[src/rtl/slide_debounce_if.sv]
// Switch-side signal bundle for slide_debounce: raw pins in, debounced level and edge pulses out.
interface slide_debounce_if #(
  parameter int WIDTH = 10
);
  logic [WIDTH-1:0] sw_raw;
  logic [WIDTH-1:0] sw_stable;
  logic [WIDTH-1:0] sw_rise;
  logic [WIDTH-1:0] sw_fall;
  logic             sw_any_change;

  modport master (
    output sw_raw,
    input  sw_stable, sw_rise, sw_fall, sw_any_change
  );

  modport slave (
    input  sw_raw,
    output sw_stable, sw_rise, sw_fall, sw_any_change
  );
endinterface

[src/rtl/slide_debounce.sv]
// Per-bit synchroniser + stability counter for the DE10-Lite slide switches.
// Define SLIDE_DEBOUNCE_EDGE_EN to generate the registered rise/fall/any-change pulses.
module slide_debounce #(
  parameter int WIDTH           = 10,
  parameter int SYNC_STAGES     = 2,
  parameter int DEBOUNCE_CYCLES = 500000
) (
  input  logic             clk_clk,
  input  logic             reset_reset,
  slide_debounce_if.slave  bus
);
  localparam int CW = $clog2(DEBOUNCE_CYCLES);
  localparam logic [CW-1:0] CNT_LAST = CW'(DEBOUNCE_CYCLES - 1);

  logic [SYNC_STAGES-1:0][WIDTH-1:0] r_sync;
  logic [WIDTH-1:0][CW-1:0]          r_cnt;
  logic [WIDTH-1:0]                  r_stable;
  logic [WIDTH-1:0]                  w_sync;
  logic [WIDTH-1:0]                  w_accept;

  assign w_sync = r_sync[SYNC_STAGES-1];

  always_ff @(posedge clk_clk or posedge reset_reset) begin
    if (reset_reset) begin
      r_sync <= '0;
    end else begin
      r_sync[0] <= bus.sw_raw;
      for (int unsigned s = 1; s < SYNC_STAGES; s++) begin
        r_sync[s] <= r_sync[s-1];
      end
    end
  end

  // A bit is accepted on the edge where its counter sits at the limit and it still differs.
  always_comb begin
    w_accept = '0;
    for (int unsigned i = 0; i < WIDTH; i++) begin
      w_accept[i] = (w_sync[i] != r_stable[i]) && (r_cnt[i] == CNT_LAST);
    end
  end

  always_ff @(posedge clk_clk or posedge reset_reset) begin
    if (reset_reset) begin
      r_cnt    <= '0;
      r_stable <= '0;
    end else begin
      for (int unsigned i = 0; i < WIDTH; i++) begin
        if ((w_sync[i] == r_stable[i]) || w_accept[i]) begin
          r_cnt[i] <= '0;
        end else begin
          r_cnt[i] <= r_cnt[i] + CW'(1);
        end
      end
      r_stable <= (r_stable & ~w_accept) | (w_sync & w_accept);
    end
  end

`ifdef SLIDE_DEBOUNCE_EDGE_EN
  logic [WIDTH-1:0] r_rise;
  logic [WIDTH-1:0] r_fall;
  logic             r_any;

  always_ff @(posedge clk_clk or posedge reset_reset) begin
    if (reset_reset) begin
      r_rise <= '0;
      r_fall <= '0;
      r_any  <= 1'b0;
    end else begin
      r_rise <= w_accept & w_sync;
      r_fall <= w_accept & ~w_sync;
      r_any  <= |w_accept;
    end
  end

  assign bus.sw_rise       = r_rise;
  assign bus.sw_fall       = r_fall;
  assign bus.sw_any_change = r_any;
`else
  assign bus.sw_rise       = '0;
  assign bus.sw_fall       = '0;
  assign bus.sw_any_change = 1'b0;
`endif

  assign bus.sw_stable = r_stable;
endmodule
[src/flat_wrapper.sv]
// flat-port wrapper written by rule: the top's interface ports become plain ports
module slide_debounce_flat 
#(
  parameter int WIDTH           = 10,
  parameter int SYNC_STAGES     = 2,
  parameter int DEBOUNCE_CYCLES = 500000
)
  (clk_clk, reset_reset, bus_sw_raw, bus_sw_stable, bus_sw_rise, bus_sw_fall, bus_sw_any_change);
  slide_debounce_if #(.WIDTH(WIDTH)) bus_i ();
  input  logic clk_clk;
  input  logic reset_reset;
  input wire logic [$bits(bus_i.sw_raw)-1:0] bus_sw_raw;
  output wire logic [$bits(bus_i.sw_stable)-1:0] bus_sw_stable;
  output wire logic [$bits(bus_i.sw_rise)-1:0] bus_sw_rise;
  output wire logic [$bits(bus_i.sw_fall)-1:0] bus_sw_fall;
  output wire logic [$bits(bus_i.sw_any_change)-1:0] bus_sw_any_change;
  assign bus_i.sw_raw = bus_sw_raw;
  assign bus_sw_stable = bus_i.sw_stable;
  assign bus_sw_rise = bus_i.sw_rise;
  assign bus_sw_fall = bus_i.sw_fall;
  assign bus_sw_any_change = bus_i.sw_any_change;
  slide_debounce #(.WIDTH(WIDTH), .SYNC_STAGES(SYNC_STAGES), .DEBOUNCE_CYCLES(DEBOUNCE_CYCLES)) u_core (.clk_clk(clk_clk), .reset_reset(reset_reset), .bus(bus_i));
endmodule
[config.mk]
export PLATFORM = sky130hd
export DESIGN_NAME = slide_debounce_flat
export DESIGN_NICKNAME = d
export VERILOG_FILES = /design/src/rtl/slide_debounce_if.sv /design/src/rtl/slide_debounce.sv /design/src/flat_wrapper.sv
export SDC_FILE = /design/constraint.sdc
export NUM_CORES = 1
export LEC_CHECK = 0
export CORE_ASPECT_RATIO = 1.5
export CORE_MARGIN = 2
export CORE_UTILIZATION = 55
export CTS_CLUSTER_SIZE = 20
export DETAILED_ROUTE_END_ITERATION = 8
export PLACE_DENSITY = 0.84
export SETUP_SLACK_MARGIN = 0.1
export SLEW_MARGIN = 40
export SYNTH_ARGS = -nofsm -noshare
export SYNTH_HDL_FRONTEND = slang
export SYNTH_SLANG_ARGS = --single-unit
[constraint.sdc]
create_clock -name clk_clk -period 7 [get_ports clk_clk]
set_input_delay 1.05 -clock clk_clk [delete_from_list [all_inputs] [get_ports clk_clk]]
set_output_delay 1.05 -clock clk_clk [all_outputs]
set_load 0.005 [all_outputs]
==> out/summary.txt <==
Gpl congestion = 0.885
Die H = 174 um
Critical Path Source Type = flip-flop
Post-synthesis sequential area ratio = 52.1%
Maximum VDD drop = 0.219 mV
Period minus WS final = 2.50 ns
Post-DRT Antenna Nets = 0
Max-Cap Viols = 0
Register area = 5510 um^2
Leak = 4.81 nW
Yosys reg bits = 220
Max transition margin = 48.6%
Adder-cell share of the synthesized area = 1.18%
Root Buffer = clkbuf_16
First-pass GRT wire length = 35,200 um
Clock Power Share = 45.7%
Remaining DRCs = 0
R2r endpoint = u_core.r_cnt[17]
Cells after Synth = 1,044
Final setup violation count = 0
Drt wl/cell = 14.8 um
Clock sink total = 220
DPL Wire Length = 13,000 um
Routed wire length = 19,900 um
CTS tree = done
Htree depth = 1
Site row count = 62
Total core area = 19,000 um^2
Total GRT Usage = 20.5%
Psw = 555 uW
Vias in the first global route = 7,776
Worst hold start = u_core.r_sync[9]
Yosys cell types = 47
Worst hold endpoint = u_core.w_sync[9]
Fillcell total = 1,519
Post_cts resized = 0
Cell-by-cell trace of the critical path = clkdlybuf4s50_1
Reg2reg start = u_core.r_cnt[0]
Buffers & Inverters on Critical Path = 1
XOR/XNOR Fraction of Synth Area = 11.3%
Die Wd = 117 um
Pwr Density = 219 nW/um^2
Initial DRT Pass Iterations = 5
Initial DRC Count = 558
Seq pwr share = 50.8%
CTS Hold Buffers Added = 0
Largest buffer count on any clock path = 3
Final TNS setup = 0 ns
CP Max Fanout = 3
Synth Warn # = 0
Port-buffer cells = 21
Starting Density = 55.6%
Largest family of logic cells by synthesized area = simple AND/OR/NAND/NOR gates
Flop-to-flop setup slack = 4.72 ns
Number of synthesized flops with an enable pin = 0
Switching share of power = 21.5%
Area occupied by multi-input gates = 4790 um^2
Multiplexer area fraction after synthesis = 1.07%
Via count = 7,758
Worst EP arrival = 1.45 ns
Cts bufs inserted = 22
CP Capture Type = primary output
Post-Place Setup Slack = 4.62 ns
Final period util = 35.7%
Min-delay worst type = reg2reg
Largest net degree at the start of global routing = 78
Complex-gate fraction of the synthesized area = 5.63%
Combinational Power Share = 3.4%
Worst R2R Path Depth = 6
Die Area = 20,400 um^2
Layout cells sized above 1 = 7.05%
Cell family with most CP delay = buffers and inverters
Initial antenna violation count = 0
Post-CTS Setup Inserts = 0
Worst Skew = 0.00688 ns
Hold depth = 0
Setup CP Type = reg2out
Top_reg_cell synth = dfrtp_1
Unrepaired setup endpoints after global routing = false
Worst-Skew Late Latency = 0.50 ns
Syn-to-layout area delta = 11.4%
Worst setup margin = 4.50 ns
Pint = 2.02 mW
Final-report hold violation count = 0
Final Net Count = 1,099
Clock slew at reported path FFs = 0.07 ns
CP Data Required Time = 5.95 ns
IO Pins = 43
Average cell area after synthesis = 10.1 um^2
Slew @ Worst Pin = 0.770 ns
Crit-path max cell delay = 0.54 ns
Fmax = 0.400 GHz
ANT cells = 0
Routed vias/inst = 5.76
Asr flop ratio synth = 100%
Pins over their slew limit = 0
CP max-delay cell = clkdlybuf4s50_1
Cell Area, Synth = 10,600 um^2
Post-synthesis simple-gate area fraction = 25.4%
Run status = complete, no violations
Grt ovf = 0
## layout make-up
| type | instances | share of cell area (%) |
|---|---|---|
| Clock buffer | 29 | 5.33 |
| Clock inverter | 10 | 0.893 |
| Inverter | 24 | 0.797 |
| Multi-Input combinational cell | 777 | 40.7 |
| Sequential cell | 220 | 46.8 |
| Tap cell | 256 | 2.72 |
| Timing Repair Buffer | 32 | 2.79 |
## per-layer routing
metal  wire length [um]  GRT usage, %
met1               8120          25.7
met2              10700          36.4
met3                747          2.90
met4                363          5.98
met5                  0             0
## worst max path at each step
stage	start	end	slack [ns]	depth (start not counted)
after floorplan	reset_reset	async pin	3.08	1
after global placement	reset_reset	u_core.r_cnt[11]	3.74	3
final	flip-flop	bus_sw_stable[7]	4.50	1
after detailed placement	reset_reset	u_core.r_cnt[14]	4.62	4
after CTS	flip-flop	bus_sw_stable[7]	4.47	1
after global routing	flip-flop	bus_sw_stable[7]	4.44	1
## state kept, by name, indices dropped and copies added (netlist names), named ones only
signal,flops
u_core.w_sync,10
u_core.r_cnt,190
u_core.r_sync,10
## cells in the mapped netlist, types with 2 or more instances
cell | count | area share, %
nor4_1 | 22 | 1.3
inv_1 | 24 | 0.85
nand4_1 | 66 | 3.9
clkbuf_1 | 16 | 0.57
buf_2 | 4 | 0.19
o31ai_2 | 2 | 0.24
o21ai_1 | 5 | 0.24
buf_4 | 22 | 1.6
or4b_2 | 3 | 0.28
a21oi_1 | 43 | 2.0
o21ai_0 | 23 | 1.1
nor2_1 | 164 | 5.8
o31ai_4 | 2 | 0.40
or4_1 | 21 | 1.5
or2_2 | 3 | 0.18
xor2_1 | 84 | 7.0
and4_1 | 21 | 1.7
nand2_1 | 58 | 2.1
and2_1 | 5 | 0.30
nand3_1 | 57 | 2.7
mux2_2 | 10 | 1.1
nor4b_1 | 13 | 1.1
xnor2_1 | 52 | 4.3
dfrtp_1 | 220 | 52
o31ai_1 | 16 | 1.1
ha_1 | 10 | 1.2
and3_1 | 14 | 0.83
nor3_1 | 21 | 0.99
nand3b_1 | 3 | 0.21
or3_1 | 22 | 1.3
or4b_1 | 2 | 0.19
## per-stage QoR
stage | area, um^2 | hold WS [ns] | power, mW | cells | utilization, %
final | 11800 | 0.343 | 2.58 | 1348 | 61.9
after global routing | 11800 | 0.361 | 2.68 | 1348 | 61.9
after CTS | 11800 | 0.346 | 2.61 | 1348 | 61.9
after detailed placement | 11000 | 0.335 | 1.42 | 1309 | 58.1
after global placement | 11000 | 0.333 | 1.42 | 1307 | 57.8
after floorplan | 10600 | 0.331 | 1.40 | 1064 | -
## placed cells by master (no fill, tap or decap), drive strengths merged, types with 20 or more instances in the layout
cell type      count
dfrtp            220
nor2             164
xor2              84
nand4             67
nand2             58
nand3             58
xnor2             52
a21oi             43
o21ai             29
clkbuf            29
inv               23
nor4              22
or3               22
or4               22
and4              21
nor3              21
conb              21
clkdlybuf4s50     21
o31ai             20
## kinds of logic (layout without fill, tap and decap cells)
family | after synthesis | count (layout)
other | 1 | 21
AND/OR/NAND/NOR | 504 | 504
XOR/XNOR | 136 | 136
multiplexers | 10 | 10
AO/OA/AOI/OAI | 96 | 96
buffers and inverters | 67 | 95
flip-flops | 220 | 220
adder cells (fa/ha/maj) | 10 | 10
## power by group through the flow
stage          clock [mW]  combinational, mW  sequential (mW)
2_1_floorplan           0             0.0711             1.33
3_3_place_gp            0             0.0848             1.33
3_5_place_dp            0             0.0908             1.33
4_1_cts              1.21             0.0918             1.31
5_1_grt              1.26              0.104             1.31
6_report             1.18             0.0886             1.31
No activity file was read; power rests on OpenSTA's default activity.
